File: src/rtl/dense_argmax.sv
// ---------------------------------------------------------------------------
// dense_argmax
//   Sequential argmax over a vector of B signed logits. A vector is captured
//   in one cycle and then scanned one lane per clock. The index and value of
//   the largest lane are published with a one-cycle valid pulse. Ties keep
//   the lower index. Vectors that arrive while a scan is running are
//   discarded, and this sets a sticky drop flag.
//
// Ports
//   clk      in   single clock, rising edge
//   rst      in   synchronous, active-high reset
//   valid_i  in   one-cycle pulse: data_i holds a new vector
//   data_i   in   B*DATA_WIDTH packed signed lanes, lane k at [k*DW +: DW]
//   class_o  out  IDX_W   index of the maximum lane of the last vector
//   max_o    out  DW      signed value of that lane
//   valid_o  out  1       one-cycle pulse per accepted vector
//   busy_o   out  1       high while a vector is being scanned
//   drop_o   out  1       sticky: a vector arrived while busy and was lost
// ---------------------------------------------------------------------------
module dense_argmax #(
    parameter  int B          = 7,
    parameter  int DATA_WIDTH = 8,
    localparam int IDX_W      = (B > 1) ? $clog2(B) : 1
) (
    input  logic                      clk,
    input  logic                      rst,
    input  logic                      valid_i,
    input  logic [B*DATA_WIDTH-1:0]   data_i,
    output logic [IDX_W-1:0]          class_o,
    output logic [DATA_WIDTH-1:0]     max_o,
    output logic                      valid_o,
    output logic                      busy_o,
    output logic                      drop_o
);

    typedef enum logic [0:0] {
        ST_IDLE = 1'b0,
        ST_SCAN = 1'b1
    } state_t;

    localparam logic [IDX_W-1:0] LAST_LANE = IDX_W'(B - 1);
    localparam logic [IDX_W-1:0] ONE_IDX   = IDX_W'(1);

    state_t                             state_q,    state_d;
    logic [B-1:0][DATA_WIDTH-1:0]       buf_q,      buf_d;
    logic [IDX_W-1:0]                   cnt_q,      cnt_d;
    logic [DATA_WIDTH-1:0]              best_val_q, best_val_d;
    logic [IDX_W-1:0]                   best_idx_q, best_idx_d;
    logic [IDX_W-1:0]                   class_q,    class_d;
    logic [DATA_WIDTH-1:0]              max_q,      max_d;
    logic                               valid_q,    valid_d;
    logic                               drop_q,     drop_d;

    logic [DATA_WIDTH-1:0]              lane_s;
    logic [DATA_WIDTH-1:0]              lane0_s;
    logic [DATA_WIDTH-1:0]              next_val_s;
    logic [IDX_W-1:0]                   next_idx_s;

    // Compare datapath: the buffered lane under the counter against the running best.
    always_comb begin
        lane_s  = buf_q[cnt_q];
        lane0_s = data_i[DATA_WIDTH-1:0];
        // Strictly greater replaces; equality keeps the earlier (lower) index.
        if ($signed(lane_s) > $signed(best_val_q)) begin
            next_val_s = lane_s;
            next_idx_s = cnt_q;
        end else begin
            next_val_s = best_val_q;
            next_idx_s = best_idx_q;
        end
    end

    // Next-state logic for the FSM, scan counter, running best and outputs.
    always_comb begin
        state_d    = state_q;
        buf_d      = buf_q;
        cnt_d      = cnt_q;
        best_val_d = best_val_q;
        best_idx_d = best_idx_q;
        class_d    = class_q;
        max_d      = max_q;
        valid_d    = 1'b0;
        drop_d     = drop_q;

        case (state_q)
            ST_IDLE: begin
                if (valid_i) begin
                    buf_d = data_i;
                    if (B == 1) begin
                        // A single lane is its own maximum: publish at once.
                        class_d = {IDX_W{1'b0}};
                        max_d   = lane0_s;
                        valid_d = 1'b1;
                    end else begin
                        best_val_d = lane0_s;
                        best_idx_d = {IDX_W{1'b0}};
                        cnt_d      = ONE_IDX;
                        state_d    = ST_SCAN;
                    end
                end else begin
                    buf_d = buf_q;
                end
            end

            ST_SCAN: begin
                // The buffer is frozen during a scan; any new vector is lost.
                if (valid_i) begin
                    drop_d = 1'b1;
                end else begin
                    drop_d = drop_q;
                end

                best_val_d = next_val_s;
                best_idx_d = next_idx_s;

                if (cnt_q == LAST_LANE) begin
                    class_d = next_idx_s;
                    max_d   = next_val_s;
                    valid_d = 1'b1;
                    cnt_d   = {IDX_W{1'b0}};
                    state_d = ST_IDLE;
                end else begin
                    cnt_d   = cnt_q + ONE_IDX;
                end
            end

            default: begin
                state_d = ST_IDLE;
                cnt_d   = {IDX_W{1'b0}};
            end
        endcase
    end

    // Control and result registers with synchronous reset.
    always_ff @(posedge clk) begin
        if (rst) begin
            state_q    <= ST_IDLE;
            cnt_q      <= {IDX_W{1'b0}};
            best_val_q <= {DATA_WIDTH{1'b0}};
            best_idx_q <= {IDX_W{1'b0}};
            class_q    <= {IDX_W{1'b0}};
            max_q      <= {DATA_WIDTH{1'b0}};
            valid_q    <= 1'b0;
            drop_q     <= 1'b0;
        end else begin
            state_q    <= state_d;
            cnt_q      <= cnt_d;
            best_val_q <= best_val_d;
            best_idx_q <= best_idx_d;
            class_q    <= class_d;
            max_q      <= max_d;
            valid_q    <= valid_d;
            drop_q     <= drop_d;
        end
    end

    // Vector buffer; its contents are meaningless after reset so it carries none.
    always_ff @(posedge clk) begin
        buf_q <= buf_d;
    end

    assign class_o = class_q;
    assign max_o   = max_q;
    assign valid_o = valid_q;
    assign drop_o  = drop_q;
    assign busy_o  = (state_q == ST_SCAN);

    dense_argmax_chk #(
        .B          (B),
        .DATA_WIDTH (DATA_WIDTH),
        .IDX_W      (IDX_W)
    ) u_chk (
        .clk     (clk),
        .rst     (rst),
        .busy    (busy_o),
        .valid   (valid_o),
        .class_v (class_o),
        .max_v   (max_o),
        .cnt     (cnt_q)
    );

endmodule

// ---------------------------------------------------------------------------
// dense_argmax_chk
//   Simulation-time invariants for dense_argmax: the lane counter stays in
//   range and the published result does not move during a scan.
//
// Ports
//   clk, rst          clock and synchronous reset of the host block
//   busy, valid       host busy_o / valid_o
//   class_v, max_v    host class_o / max_o
//   cnt               host lane counter
// ---------------------------------------------------------------------------
module dense_argmax_chk #(
    parameter int B          = 7,
    parameter int DATA_WIDTH = 8,
    parameter int IDX_W      = 3
) (
    input  logic                  clk,
    input  logic                  rst,
    input  logic                  busy,
    input  logic                  valid,
    input  logic [IDX_W-1:0]      class_v,
    input  logic [DATA_WIDTH-1:0] max_v,
    input  logic [IDX_W-1:0]      cnt
);

    localparam logic [IDX_W-1:0] LAST_LANE = IDX_W'(B - 1);

    logic                  prev_busy_q;
    logic                  prev_rst_q;
    logic [IDX_W-1:0]      prev_class_q;
    logic [DATA_WIDTH-1:0] prev_max_q;

    // Remember the previous sample so stability can be checked across one edge.
    always_ff @(posedge clk) begin
        prev_busy_q  <= busy;
        prev_rst_q   <= rst;
        prev_class_q <= class_v;
        prev_max_q   <= max_v;
    end

    // Invariants, evaluated on every edge outside reset.
    always_ff @(posedge clk) begin
        if (!rst) begin
            assert (cnt <= LAST_LANE);
            if (prev_busy_q && !prev_rst_q && !valid) begin
                assert ((class_v == prev_class_q) && (max_v == prev_max_q));
            end
        end
    end

endmodule

File: config.mk
export PLATFORM = sky130hd
export DESIGN_NAME = dense_argmax
export DESIGN_NICKNAME = d
export VERILOG_FILES = /design/src/rtl/dense_argmax.sv
export SDC_FILE = /design/constraint.sdc
export NUM_CORES = 1
export LEC_CHECK = 0
export CORE_MARGIN = 2
export CORE_UTILIZATION = 30
export CTS_BUF_LIST = sky130_fd_sc_hd__clkbuf_8
export CTS_CLUSTER_DIAMETER = 200
export DETAILED_ROUTE_END_ITERATION = 10
export DONT_BUFFER_PORTS = 1
export PLACE_DENSITY = 0.53
export SYNTH_ARGS = -nofsm -noshare
export SYNTH_HDL_FRONTEND = slang
export SYNTH_SLANG_ARGS = --single-unit
File: constraint.sdc
create_clock -name clk -period 5.45 [get_ports clk]
set_input_delay 0.545 -clock clk [delete_from_list [all_inputs] [get_ports clk]]
set_output_delay 0.545 -clock clk [all_outputs]
set_load 0.03 [all_outputs]
# ---- After elaboration in Yosys (flattened, before gate mapping)
# Index checks and enable logic that the tools add are counted.
dict set report totals {
  ff_bits 84
  latch_bits 0
  mem_bits_rw 0
  rom_bits 0
  in_bits 59
  out_inout_bits 14
  wordCells 40
  mem_count 0
}
dict set report op_classes {
  add_sub_neg 1
  n_mul 0
  n_div 0
  order_cmp 2
  eq_ne 2
  n_shift 0
  muxes 15
  bitwise_logic 1
  reduce_logical 4
}
# operator count
set ops {}
lappend ops {{$bmux W8 S3} 1}
lappend ops {{$mux W8} 3}
lappend ops {{$pmux W8 S2} 1}
lappend ops {{$mux W3} 4}
lappend ops {{$pmux W3 S2} 2}
lappend ops {{$gt A8 B8 Y1} 1}
lappend ops {{$reduce_and A2 Y1} 3}
lappend ops {{$lt A3 B4 Y1 const B} 1}
lappend ops {{$add A3 B1 Y3 const B} 1}
lappend ops {{$eq A3 B3 Y1 const B} 1}
lappend ops {{$mux W1} 3}
lappend ops {{$ne A2 B2 Y1 const B} 1}
lappend ops {{$pmux W1 S2} 1}
lappend ops {{$reduce_or A2 Y1} 1}
lappend ops {{$not A1 Y1} 1}

# ---- Logic depth before layout (Yosys ltp)
# Gate-level depths: netlist of run 1.
dict set report depth {
  depth_word 5
  mapped_depth 11
  depth_no_buf 9
}

# ---- Worst setup path before layout of run 1
# Ideal clock, no wire load.
dict set report synth_timing {
  path_kind {input port to flip-flop}
  from {input valid_i}
  to {register buf_q[0] in the netlist's numbering, enable pin}
  setup_time_ns 0.476
  t_arrival_ns 3.608
  required_ns 4.974
  path_slack_ns 1.366
  path_stages 3
  n_path_buf 2
  path_cell_list {clkbuf_1 -> clkbuf_1 -> nor2b_1}
}
dict set report synth_between {
  elab_chain_cells 1
}
# element line
set synth_lines {}
lappend synth_lines {{start, declared} 27} ;# input logic valid_i,
lappend synth_lines {{$reduce_and A2 Y1 (no line)} --}
lappend synth_lines {{end signal, assigned} 159} ;# buf_q <= buf_d;
lappend synth_lines {{end, declared} 45} ;# logic [B-1:0][DATA_WIDTH-1:0] buf_q, buf_d;
# Every way passes these cells.
# A chain may end at the register's enable or synchronous reset.

# ---- Final worst setup path of run 1
dict set report layout_timing {
  from {register cnt_q[0]}
  to {register max_q[0], in the netlist max_o[0]}
}
dict set report layout_between {
  elab_chain_cells 4
  elab_cells_between_ends 6
}
# element line
set layout_lines {}
lappend layout_lines {{start, declared} 46} ;# logic [IDX_W-1:0] cnt_q, cnt_d;
lappend layout_lines {{start signal, assigned} 138} ;# cnt_q <= {IDX_W{1'b0}};
lappend layout_lines {{start signal, assigned} 147} ;# cnt_q <= cnt_d;
lappend layout_lines {{$bmux W8 S3} 61} ;# lane_s = buf_q[cnt_q];
lappend layout_lines {{$mux W8 (not written as such)} 61}
lappend layout_lines {{$gt A8 B8 Y1} 64} ;# if ($signed(lane_s) > $signed(best_val_q)) begin
lappend layout_lines {{$mux W8} 64}
lappend layout_lines {{end signal, assigned} 142} ;# max_q <= {DATA_WIDTH{1'b0}};
lappend layout_lines {{end signal, assigned} 151} ;# max_q <= max_d;
lappend layout_lines {{end, declared} 50} ;# logic [DATA_WIDTH-1:0] max_q, max_d;
# Parallel ways exist; a longest one is shown, timed or not. The select of a mux whose other input is x is not followed.

==> impl_metrics.yaml, run 1 <==
run_status:
  outcome: "completed"
pwr:
  share_comb_of_total_power: 0.137
  peakVddDrop_mv: 0.162
  leakage_nw: 1.36
  switchingPower_w: 0.000348
  p_seq_frac: 0.554
  switching_share: 0.261
  intPower_w: 0.000983
  power_density_nw_per_um2: 326
  p_clk_frac: 0.308
logic_synthesis:
  synthDominantCellAreaShare: 0.445
  yosysWarnings: 0
  async_reset_ff_frac: 0
  synth_cell_types: 46
  synthTopCellsByCount: "56 x edfxtp_1, 32 x o21ai_0, 28 x dfxtp_1, 24 x mux2i_1, 16 x nand2_1"
  netlist_area_sq_um: 3780
  synth_area_leaders: "edfxtp_1 45%, dfxtp_1 15%, mux2i_1 6.4%"
  yosys.area.top_type: "edfxtp_1"
  syn_nets: 371
  synth_edf_count: 56
  ys_seq_elements: 84
  ys.flop_type: "edfxtp_1"
  syn_avg_cell_area_sq_um: 12.4
  synthCells: 304
  ys_seq_area_frac: 0.594
  yosysMostFrequentCell: "edfxtp_1"
global_route:
  grt_remaining_overflow: 0
  grtUsageTotal: 0.131
  grt_max_degree: 49
  grt_pass1_wl_um: 13200
  grt_pass1_vias: 2428
  antenna_found_initial: 0
critical_path:
  path_class: "reg2reg"
  rr_worst_depth: 8
  max_stage_delay_ps: 830
  cp-end-kind: "flop"
  cp.arrival_ps: 4010
  slowest_stage: "dfxtp_1"
  cp.required_ps: 5690
  cp_cell_sequence: "nor2b_1 > a221oi_2 > ha_1 > a211oi_2 > nor3_2 > a211oi_4 > nor2_1 > o311a_1"
  crit_fanout: 24
  cp-start-kind: "flop"
route:
  wirelength_um: 8270
  ant_nets: 0
  first_pass_iters: 4
  drc: 0
  drt_iter0_drc: 164
  vias: 2392
  wl_per_cell_um: 17.7
  vias_per_cell: 5.11
sta:
  rsz0062_at_grt: "no"
  setup_violations: 0
  timing.slew.headroom: 0.232
  clock_skew_ps: 7.51
  tightest_slew_ps: 1150
  max_freq_ghz: 0.265
  finalSetupTns_ps: 0
  period_needed_ps: 3770
  slew_violations: 0
  setup_ws_ps: 1680
  fin_crit_sh: 0.692
  hold_viol: 0
floorplan:
  die_h_um: 116
  rows: 40
  die_x_um: 116
  die-area_sq_um: 13500
  initial_core_util: 0.310
  ios: 73
  coreArea_sq_um: 12200
cts:
  cts_sinks: 84
  htree_num_levels: 3
  cts-root-buf: "clkbuf_8"
  clk_pin_slew_worst_paths_ps: 80
  cts-buffers-inserted: 9
  post_cts_resized: 0
  cts_setup_buffers: 0
  hold_buffers: 0
  cts_buffer_depth: 2
  cts_tree: "built"
  clk_latency_ps: 350
cells_and_area:
  multi_input_area_sq_um: 1390
  drive_above_1_share: 0.113
  num-nets-final: 362
  fillers: 1205
  seqCellArea_sq_um: 2240
  area_growth_pct: 8.05
  diodes: 0
placed_design:
  dp_slack_ps: 1660
  dp_hpwl_um: 5700
  portBuffers: 0
  place_congestion: 0.877
job:
  drv_cap: 0
worst_hold_path:
  holdPathStages: 1
  hold_class: "in2reg"
[final timing paths]
| path | start | end | slack (ps) |
|---|---|---|---|
| setup reg to reg | cnt_q[0]$_SDFFE_PP0P_ | max_o[0]$_SDFFE_PP0P_ | 1680 |
| hold / removal | rst | cnt_q[1]$_SDFFE_PP0P_ | 250 |
| setup / recovery | cnt_q[0]$_SDFFE_PP0P_ | max_o[0]$_SDFFE_PP0P_ | 1680 |
| hold reg to reg | best_idx_q[1]$_SDFFE_PP0P_ | class_o[1]$_SDFFE_PP0P_ | 470 |
[area by class of cell]
type	instances	area share
sequential	84	0.550
multi-input combinational	187	0.341
tap	168	0.0515
clock buffer	9	0.0304
clock inverter	7	0.0135
inverter	11	0.0101
timing repair buffer	2	0.00368
[power by group through the flow]
| stage | logic (W) | registers, W | clock network, W |
|---|---|---|---|
| 2_1_floorplan | 0.000157 | 0.000743 | 0 |
| 4_1_cts | 0.000185 | 0.000738 | 0.000423 |
| 3_5_place_dp | 0.000183 | 0.000753 | 0 |
| 6_report | 0.000183 | 0.000738 | 0.000410 |
| 5_1_grt | 0.000204 | 0.000743 | 0.000447 |
| 3_3_place_gp | 0.000181 | 0.000752 | 0 |
[flip-flops by register name (all words and copies together), names as in the netlist]
| register | flops |
|---|---|
| cnt_q | 3 |
| valid_o | 1 |
| best_idx_q | 3 |
| best_val_q | 8 |
| buf_q | 56 |
| drop_o | 1 |
| max_o | 8 |
| busy_o | 1 |
| class_o | 3 |
[layout by cell type, fill, tap and decap left out, drive strengths merged, types with 2 or more instances in the layout]
cell	instances
inv	15
nor4	7
clkbuf	9
clkinv	2
a21oi	6
nand2	18
o211a	7
nor2b	3
nor3	2
ha	8
o21ai	33
edfxtp	56
nor2	14
a311oi	9
dfxtp	28
buf	2
o32ai	3
a221oi	7
nand3	11
a211oi	2
nand3b	9
nor3b	2
mux2i	24
a31oi	8
[critical path, delay by kind of cell (launching register included)]
family / cells / cell delay [ps]
flops: 1 / 830
simple gates: 3 / 1040
fa+ha+maj: 1 / 370
compound gates: 4 / 1410
[per-stage QoR]
stage	cell area (sq um)	power (W)	hold slack, ps	instances	util
3_3_place_gp	3900	0.000933	467	452	0.321
2_1_floorplan	3780	0.000900	448	304	-
6_report	4080	0.00133	250	468	0.335
5_1_grt	4080	0.00139	224	468	0.335
4_1_cts	4080	0.00135	220	468	0.335
3_5_place_dp	3900	0.000936	471	452	0.321
[layer usage]
metal | track usage | share of wire | vias up | wire (um)
li1 | - | - | 1158 | -
met3 | 0.0426 | 0.070 | 7 | 581
met4 | 0.0563 | 0.012 | 0 | 96
met1 | 0.181 | 0.47 | 1150 | 3920
met5 | 0 | 0 | - | 0
met2 | 0.188 | 0.44 | 77 | 3670
[logic make-up (layout without fill, tap and decap cells)]
kind of cell	Yosys count	in the layout	synth area share
multiplexers	25	25	0.0666
AND/OR/NAND/NOR	70	70	0.0987
buffers and inverters	33	29	0.0411
flip-flops	84	84	0.594
adder cells (fa/ha/maj)	8	8	0.0265
AO/OA/AOI/OAI	84	84	0.173
(Power assumes the default switching activity.)
==> inputs of run 2 (changes only) <==
==> constraint.sdc (replaced) <==
create_clock -name clk -period 3.64 [get_ports clk]
set_input_delay 0.364 -clock clk [delete_from_list [all_inputs] [get_ports clk]]
set_output_delay 0.364 -clock clk [all_outputs]
set_load 0.03 [all_outputs]
==> impl_metrics.yaml, run 2 (synthesis gave the netlist of run 1 again) <==
run_status:
  outcome: "completed"
job:
  drv_cap: 0
critical_path:
  crit_top_cell: "nor2_1"
  cp.arrival_ps: 3590
  cp_cell_sequence: "buf_4 > mux2i_1 > a221oi_2 > ha_1 > nand2_2 > nor2_1 > a211oi_4 > nor2_1 > o311a_1"
  cp-start-kind: "flop"
  cp-end-kind: "flop"
  cp.required_ps: 3890
  crit_fanout: 22
  critPathTopFamily: "compound AO/OA/AOI/OAI gates"
  path_buf_inv: 1
  max_stage_delay_ps: 640
  path_class: "reg2reg"
  slowest_stage: "dfxtp_2"
global_route:
  grt_remaining_overflow: 0
  antenna_found_initial: 0
  grt_pass1_vias: 2433
  grtUsageTotal: 0.130
  grt_max_degree: 47
  grt_pass1_wl_um: 13300
pwr:
  leakage_nw: 1.40
  intPower_w: 0.00152
  peakVddDrop_mv: 0.243
  p_seq_frac: 0.534
  share_comb_of_total_power: 0.142
  switchingPower_w: 0.000528
  switching_share: 0.257
  p_clk_frac: 0.324
  power_density_nw_per_um2: 493
cells_and_area:
  top_register: "buf_q"
  layout_common_cells: "56 x edfxtp_1, 32 x o21ai_0, 27 x dfxtp_1"
  num-nets-final: 370
  area_growth_pct: 10.3
  largest_register_ffs: 56
  diodes: 0
  fillers: 1203
  drive_above_1_share: 0.143
  layout_commonest_cell: "edfxtp_1"
cts:
  post_cts_resized: 0
  htree_num_levels: 3
  cts_tree: "built"
  cts-root-buf: "clkbuf_8"
  cts_buffer_depth: 2
  cts-buffers-inserted: 9
  cts_setup_buffers: 0
  clk_pin_slew_worst_paths_ps: 80
  hold_buffers: 0
  clk_latency_ps: 360
  cts_sinks: 84
sta:
  hold_viol: 0
  rsz0062_at_grt: "no"
  slew_violations: 0
  max_freq_ghz: 0.299
  period_needed_ps: 3340
  setup_violations: 0
  setup_ws_ps: 298
  timing.slew.headroom: 0.546
  clock_skew_ps: 7.87
  fin_crit_sh: 0.918
  tightest_slew_ps: 680
  finalSetupTns_ps: 0
route:
  drt_iter0_drc: 114
  vias: 2397
  highest_layer: "met4"
  wl_per_cell_um: 17.0
  wirelength_um: 8090
  wl_met2_um: 3580
  wl_met1_um: 3670
  ant_nets: 0
  drc: 0
  vias_per_cell: 5.04
  first_pass_iters: 4
  met3_length_um: 702
placed_design:
  place_congestion: 0.822
  dp_slack_ps: 300
  dp_hpwl_um: 5840
  portBuffers: 0
floorplan:
  initial_core_util: 0.310
  ios: 73
  die-area_sq_um: 13500
  die_h_um: 116
  coreArea_sq_um: 12200
  rows: 40
  die_x_um: 116
worst_hold_path:
  hold_class: "in2reg"
## run 2: cell type report
type                    count  area, sq um  share of cell area
flip-flops and latches     84         2240               0.539
multi-input cells         187         1390               0.334
well taps                 168          210              0.0505
clock buffers              11          151              0.0364
repair buffers             10         75.1              0.0180
clock inverters             5         51.3              0.0123
inverters                  11         41.3             0.00992
## run 2: final timing paths
kind / startpoint / slack (ps) / depth (start not counted) / to
hold / removal: rst / 60 / 1 / class_o[1]$_SDFFE_PP0P_
setup / recovery: cnt_q[1]$_SDFFE_PP0P_ / 300 / 9 / max_o[0]$_SDFFE_PP0P_
setup reg to reg: cnt_q[1]$_SDFFE_PP0P_ / 300 / 9 / max_o[0]$_SDFFE_PP0P_
hold reg to reg: best_idx_q[1]$_SDFFE_PP0P_ / 470 / 2 / class_o[1]$_SDFFE_PP0P_
## run 2: metrics by stage
step	utilization	std cells	instance area, sq um	power (W)	hold WS (ps)
global placement	0.326	460	3960	0.00141	438
finish	0.342	476	4160	0.00205	64.7
CTS	0.342	476	4160	0.00208	43.6
detailed placement	0.326	460	3960	0.00141	434
floorplan	-	304	3780	0.00135	448
global route	0.342	476	4160	0.00215	46.4
## run 2: power groups by stage
stage          combinational [W]  sequential (W)  clock [W]
2_1_floorplan           0.000236         0.00111          0
3_3_place_gp            0.000289         0.00112          0
3_5_place_dp            0.000290         0.00112          0
4_1_cts                 0.000291         0.00110   0.000689
5_1_grt                 0.000324         0.00110   0.000725
6_report                0.000291         0.00110   0.000665
## run 2: per-layer routing
layer | up-vias | track usage
met5 | - | 0
met3 | 13 | 0.0467
met2 | 79 | 0.191
met1 | 1133 | 0.176
li1 | 1172 | -
met4 | 0 | 0.0500
